`src/rtl/irq_pkg.sv`:
```
// Shared types and sizing for the interrupt controller and the register file's
// reg0/reg1 flag and mask fields.
package irq_pkg;

    localparam int NumIrqLines = 8;
    localparam int IrqIdWidth  = 3;

    typedef enum logic [1:0] {
        IDLE    = 2'd0,
        PENDING = 2'd1,
        SERVICE = 2'd2
    } irq_state_t;

endpackage

```
`src/rtl/irq_priority_enc.sv`:
```
// Combinational priority encoder: lowest set index wins.
module irq_priority_enc #(
    parameter int NumLines = 8,
    parameter int IdWidth  = $clog2(NumLines)
) (
    input  logic [NumLines-1:0] req,
    output logic                any,
    output logic [IdWidth-1:0]  idx
);

    // Scan from the top down so the lowest set bit is written last and wins.
    always_comb begin
        any = |req;
        idx = '0;
        for (int i = NumLines - 1; i >= 0; i--) begin
            if (req[i]) idx = IdWidth'(i);
        end
    end

endmodule

```
`src/rtl/irq_controller.sv`:
```
// Interrupt controller: edge-detects device requests into sticky pending
// flags, presents the highest-priority enabled one to the CPU and tracks a
// single in-service interrupt until EOI.
module irq_controller
    import irq_pkg::*;
#(
    parameter int NumLines = NumIrqLines,
    parameter int IdWidth  = $clog2(NumLines)
) (
    input  logic                clk,
    input  logic                _reset,
    input  logic [NumLines-1:0] dev_irq,
    input  logic [NumLines-1:0] dev_busy,
    input  logic [NumLines-1:0] int_mask,
    input  logic                irq_take,
    input  logic                ack_en,
    input  logic [IdWidth-1:0]  ack_id,
    output logic [NumLines-1:0] int_flags,
    output logic [NumLines-1:0] busy_flags,
    output logic                cpu_irq,
    output logic [IdWidth-1:0]  irq_id,
    output logic                in_service
);

    irq_state_t          state;
    logic [NumLines-1:0] prev;
    logic [NumLines-1:0] pending;
    logic [NumLines-1:0] pend_set;
    logic [NumLines-1:0] pend_clr;
    logic [NumLines-1:0] eligible;
    logic                elig_any;
    logic [IdWidth-1:0]  elig_id;
    logic                eoi_hit;

    assign pend_set  = dev_irq & ~prev;
    assign eligible  = pending & int_mask;
    assign int_flags = pending;
    assign eoi_hit   = (state == SERVICE) && ack_en && (ack_id == irq_id);

    irq_priority_enc #(
        .NumLines (NumLines),
        .IdWidth  (IdWidth)
    ) u_enc (
        .req (eligible),
        .any (elig_any),
        .idx (elig_id)
    );

    // Only a matching EOI in SERVICE clears a pending bit.
    always_comb begin
        pend_clr = '0;
        if (eoi_hit) pend_clr[irq_id] = 1'b1;
    end

    // Busy levels are just registered for reg0.
    always_ff @(posedge clk or posedge _reset) begin
        if (_reset) busy_flags <= '0;
        else        busy_flags <= dev_busy;
    end

    // History resets to all-ones so lines already high at reset release are
    // not treated as fresh edges; set is applied after clear so set wins.
    always_ff @(posedge clk or posedge _reset) begin
        if (_reset) begin
            prev    <= '1;
            pending <= '0;
        end else begin
            prev    <= dev_irq;
            pending <= (pending & ~pend_clr) | pend_set;
        end
    end

    // Present / service FSM with registered outputs.
    always_ff @(posedge clk or posedge _reset) begin
        if (_reset) begin
            state      <= IDLE;
            cpu_irq    <= 1'b0;
            irq_id     <= '0;
            in_service <= 1'b0;
        end else begin
            case (state)
                IDLE: begin
                    in_service <= 1'b0;
                    if (elig_any) begin
                        state   <= PENDING;
                        cpu_irq <= 1'b1;
                        irq_id  <= elig_id;
                    end else begin
                        cpu_irq <= 1'b0;
                    end
                end
                PENDING: begin
                    // Take beats a simultaneous loss of eligibility.
                    if (irq_take) begin
                        state      <= SERVICE;
                        cpu_irq    <= 1'b0;
                        in_service <= 1'b1;
                    end else if (!elig_any) begin
                        state   <= IDLE;
                        cpu_irq <= 1'b0;
                    end else begin
                        cpu_irq <= 1'b1;
                        irq_id  <= elig_id;
                    end
                end
                SERVICE: begin
                    cpu_irq <= 1'b0;
                    if (eoi_hit) begin
                        state      <= IDLE;
                        in_service <= 1'b0;
                    end else begin
                        in_service <= 1'b1;
                    end
                end
                default: begin
                    state      <= IDLE;
                    cpu_irq    <= 1'b0;
                    in_service <= 1'b0;
                end
            endcase
        end
    end

endmodule
```
`config.mk`:
```
export PLATFORM = sky130hd
export DESIGN_NAME = irq_controller
export DESIGN_NICKNAME = d
export VERILOG_FILES = /design/src/rtl/irq_pkg.sv /design/src/rtl/irq_priority_enc.sv /design/src/rtl/irq_controller.sv
export SDC_FILE = /design/constraint.sdc
export NUM_CORES = 1
export LEC_CHECK = 0
export ABC_AREA = 0
export BUFFER_PORTS_ARGS = -buffer_cell sky130_fd_sc_hd__buf_2
export CORE_UTILIZATION = 45
export CTS_BUF_LIST = sky130_fd_sc_hd__clkbuf_4 sky130_fd_sc_hd__clkbuf_8
export DETAILED_ROUTE_END_ITERATION = 12
export PLACE_DENSITY = 0.78
export SLEW_MARGIN = 20
export SYNTH_ARGS = -nofsm -noshare
export SYNTH_HDL_FRONTEND = slang
export SYNTH_SLANG_ARGS = --single-unit
```
`constraint.sdc`:
```
create_clock -name clk -period 1.8 [get_ports clk]
set_clock_uncertainty 0.1 [all_clocks]
set_input_delay 0.36 -clock clk [delete_from_list [all_inputs] [get_ports clk]]
set_output_delay 0.36 -clock clk [all_outputs]
set_load 0.01 [all_outputs]
```
# == After elaboration in Yosys (flattened, before gate mapping) ==
# Index checks and enable logic that the tools add are counted.
# totals
ff_bits,31
inputBits,31
# classes
n_bitwise,6
n_mux,25
order_cmp,2
n_eq_ne,8
reduce_logical,8
# op_table
operator,n
2-to-1 mux 3 bit,10
bitwise AND 8 bit,3
NOT 8 bit,2
2-to-1 mux 2 bit,4
2-to-1 mux 8 bit,1
!= test 2 bit (second input constant),4
OR 8 bit,1
OR reduction 8 bit,1
one-hot mux 2 bit (3 select lines),1
one-hot mux 3 bit (2 select lines),1
2-to-1 mux 1 bit,5
< comparator 3 x 4 -> 1 bit (second input constant),1
one-hot mux 1 bit (2 select lines),2
demux 1 bit (select 3 bit),1
== test 3 bit,1
>= comparator 3 x 1 -> 1 bit (second input constant),1
logical AND 1 bit,3
!= test 3 bit (second input constant),1
AND reduction 3 bit,1
== test 2 x 1 -> 1 bit (second input constant),1
== test 2 bit (second input constant),1
logical NOT 2 bit,1
AND reduction 2 bit,1
nonzero test 2 bit,1

# == Logic depth before layout (Yosys ltp) ==
# logic_depth
ltp_word,12
depth_mapped,7
ltp_nobuf,7

# == Cells and area by module ==
# Synthesis repeated with hierarchy kept, for this count alone.
# unflattened
cells_unflattened,117
hier_area_um2,1345.0
# modules_own_cells
module,area_per_inst_um2,instances,seq_area_each_um2,cells_each
irq_controller,1263.7,1,785.8,104
irq_priority_enc,81.3,1,0.0,13

# == Least setup slack after synthesis ==
# Ideal clock, no wire load.
# synth_path
path_kind,reg2reg
start,register state[0]
end,register state[0]
period_less_slack_ns,1.838
setup_time_ns,0.125
path_slack_ns,-0.038
path_stages_with_launch,8
path_buffers,0
arrival_ns,1.613
cell_sequence,dfrtp_1 inv_1 ha_1 nand2_1 a2111oi_4 a21bo_4 nand3_1 mux2_4
# synth_between
elab_chain_cells,5
# synth_rtl
element,line,rtl
"start, declared",irq_controller.sv:25,irq_state_t state;
"start signal, assigned",irq_controller.sv:76,state <= IDLE;
"start signal, assigned",irq_controller.sv:85,state <= PENDING;
"start signal, assigned",irq_controller.sv:95,state <= SERVICE;
== test 2 bit,"irq_controller.sv:38, irq_controller.sv:81",
logical AND 1 bit (2 in series),irq_controller.sv:38,assign eoi_hit = (state == SERVICE) && ack_en && (ack_id == irq_id);
!= test 2 bit (no source line),n/a,
AND reduction 3 bit (no source line),n/a,
# Parallel ways exist; a longest one is shown, timed or not.
# A chain may end at the register's enable or synchronous reset.

# == Worst setup path after layout ==
# layout_path
start,register irq_id[2]
end,register state[0]
# layout_between
elab_chain_cells,4
# layout_rtl
element,line,rtl
"start, declared",irq_controller.sv:21,"output logic [IdWidth-1:0] irq_id,"
"start signal, assigned",irq_controller.sv:87,irq_id <= elig_id;
"start signal, assigned",irq_controller.sv:103,irq_id <= elig_id;
== test 3 bit,irq_controller.sv:38,
logical AND 1 bit,irq_controller.sv:38,
!= test 2 bit (no source line),n/a,
AND reduction 3 bit (no source line),n/a,
# Every way passes these cells.

==> results.ini <==
[status]
status=complete, but fails checks
violations=negative setup slack

[power]
powerDensity_nw_per_um2=1128
p_leak_nw=0.8611
ir_drop_mv=0.8520

[worst_setup_path]
worstPathMaxFanout=4
cp.buffers_inverters=0
worst_setup_path_end_kind=register
max_stage_delay_ps=430
start_kind=register
worstReg2RegStart=irq_id[2]
worst-setup-path-type=reg -> reg
required_ps=1900
worstPathArrival_ps=1910
cp_top_family=compound AO/OA/AOI/OAI gates
crit_slowest_cell=dfrtp_2
crit_chain=xor2_1 -> a2111oi_4 -> a21bo_4 -> nand3_2 -> mux2_4
crit_path_start=irq_id[2]

[synthesis]
yosysWarningCount=0
synth-edff-count=0
yosys-top-cells-count=23 x dfrtp_1, 18 x o21ai_0, 15 x nand2_1
async_flop_share=1.000
yosys.cell_count.top_type=dfrtp_1
synth_nets=148
syn_inst=113
synth.area.top_cells=dfrtp_1 44%, dfstp_2 16%, o21ai_0 6.8%
synth-main-ff-cell=dfrtp_1
synth_area_sq_um=1316
avgSynthCellArea_sq_um=11.65
post-synth-top-area-fraction=0.4373
yosysTopAreaCell=dfrtp_1
ys_types=23
ys_seq_elements=31
yosysSeqAreaShare=0.5970

[global_routing]
grt_max_degree=32
grt_pass1_vias=1097
grt_pass1_wl_um=4602
antenna_found_initial=0
grt_overflow=0
gr-usage-all-layers=0.1930

[placement]
place_area_sq_um=1672
dp_slack_ps=-48.64
routabilityCongestion=0.8358
numPortBuffers=51
dpl.hpwl_um=2101

[timing]
rsz0062_at_grt=yes
period_needed_ps=1805
final_max_slew_viol_count=0
timing.fmax_mhz=554.0
slew_headroom=0.7492
setup_viol=1
hold_violations=0
worstMarginPinSlew_ps=376.1
timing.final.ws_setup_ps=-5.025
period_share=1.003
whs_ps=3.757

[cells_and_area]
design_area_sq_um=1790
final_net_count=216
area_delta_synth_final_pct=36.03
multi_input_area_sq_um=520.5
n_antenna_cell=0
fillers=218
utilization=0.6493
regArea_sq_um=788.3
drive_gt1_frac=0.5330

[floorplanning]
die_y_um=56.09
core-area_sq_um=2758
die_w_um=56.09
io_pins=52
rows=19
dieArea_sq_um=3146
start_util=0.4773

[clocking]
clk_latency_ps=310
htree_levels=2
clock_path_buffers=2
cts_buffers=5
root_buffer=clkbuf_4
ctsHoldBuffers=0
cts_tree=yes
clock-sinks=31
clk_pin_slew_ps=90

[routing]
wl_um=2798
first_pass_iters=4
vias=1099
wire_per_inst_um=13.14
via_per_inst=5.160
drc=0
ant_nets=0
drtIter0Drc=22

[hold_path]
hp-class=in -> async

[job]
drv_cap=0

final timing paths:
path	depth (start not counted)	slack, ps	endpoint
min in group clk	1	50	busy_flags[1]
worst max-delay path	5	-5	state[0]
worst max register to register	5	-5	state[0]
worst min-delay path	3	4	busy_flags[2]
max in group asynchronous	3	1270	prev[0]
worst min register to register	1	400	int_flags[5]
stage by stage:
step,power [mW],TNS [ps],instances
after detailed placement,1.561,-62.94,203
after CTS,1.972,0,211
final,2.020,-5.025,213
after floorplan,1.281,0,113
after global routing,2.170,-203.2,213
after global placement,1.528,-8.206,203
routing by layer:
layer,vias to the layer above,GRT usage,wire [um],part of all wire
li1,527,-,-,-
met1,527,0.2314,1138,0.41
met2,43,0.3231,1454,0.52
met3,2,0.06744,191,0.068
met4,0,0.06620,13,0.0046
met5,-,0,0,0
cells in the final DEF, fill, tap and decap left out, types with 4 or more instances in the layout:
| cell type | count |
|---|---|
| o21ai_0 | 8 |
| a21oi_1 | 5 |
| buf_2 | 51 |
| a22oi_2 | 4 |
| nand2_1 | 13 |
| dfrtp_1 | 21 |
| buf_4 | 10 |
| o21ai_1 | 10 |
| inv_1 | 12 |
| dfstp_2 | 8 |
| clkbuf_4 | 8 |
where the power goes:
part           internal [mW]  switching, mW
registers              0.800         0.0611
clock network          0.201          0.199
logic                  0.359          0.400
worst min-delay path, cell delays in order:
cell and delay (ps):
buf_2 90, inv_1 40, buf_4 340
timing repair:
action,CTS,global route
pin swaps,0,7
resized for setup,1,22
setup endpoints to repair,1,9
buffers inserted,0,2
hold endpoints to repair,0,0
registers in the layout (all words and copies together), names as in the netlist:
register	count
cpu_irq	1
prev	8
in_service	1
state	2
int_flags	8
busy_flags	8
irq_id	3
cell type report:
cell class / instances / share of cell area
clock buffers: 8 / 0.03354
inverters: 14 / 0.02935
multi-input cells: 68 / 0.2907
flip-flops and latches: 31 / 0.4403
well taps: 31 / 0.02166
repair buffers: 61 / 0.1845
cell families after synthesis:
group / count (synthesis) / share of synthesized area
fa+ha+maj: 4 / 0.03802
simple gates: 23 / 0.08460
flops: 31 / 0.5970
mux: 1 / 0.01140
buf+inv: 14 / 0.03992
xor+xnor: 2 / 0.01331
compound gates: 38 / 0.2158
Note: power is estimated with default switching activity, not from simulation.
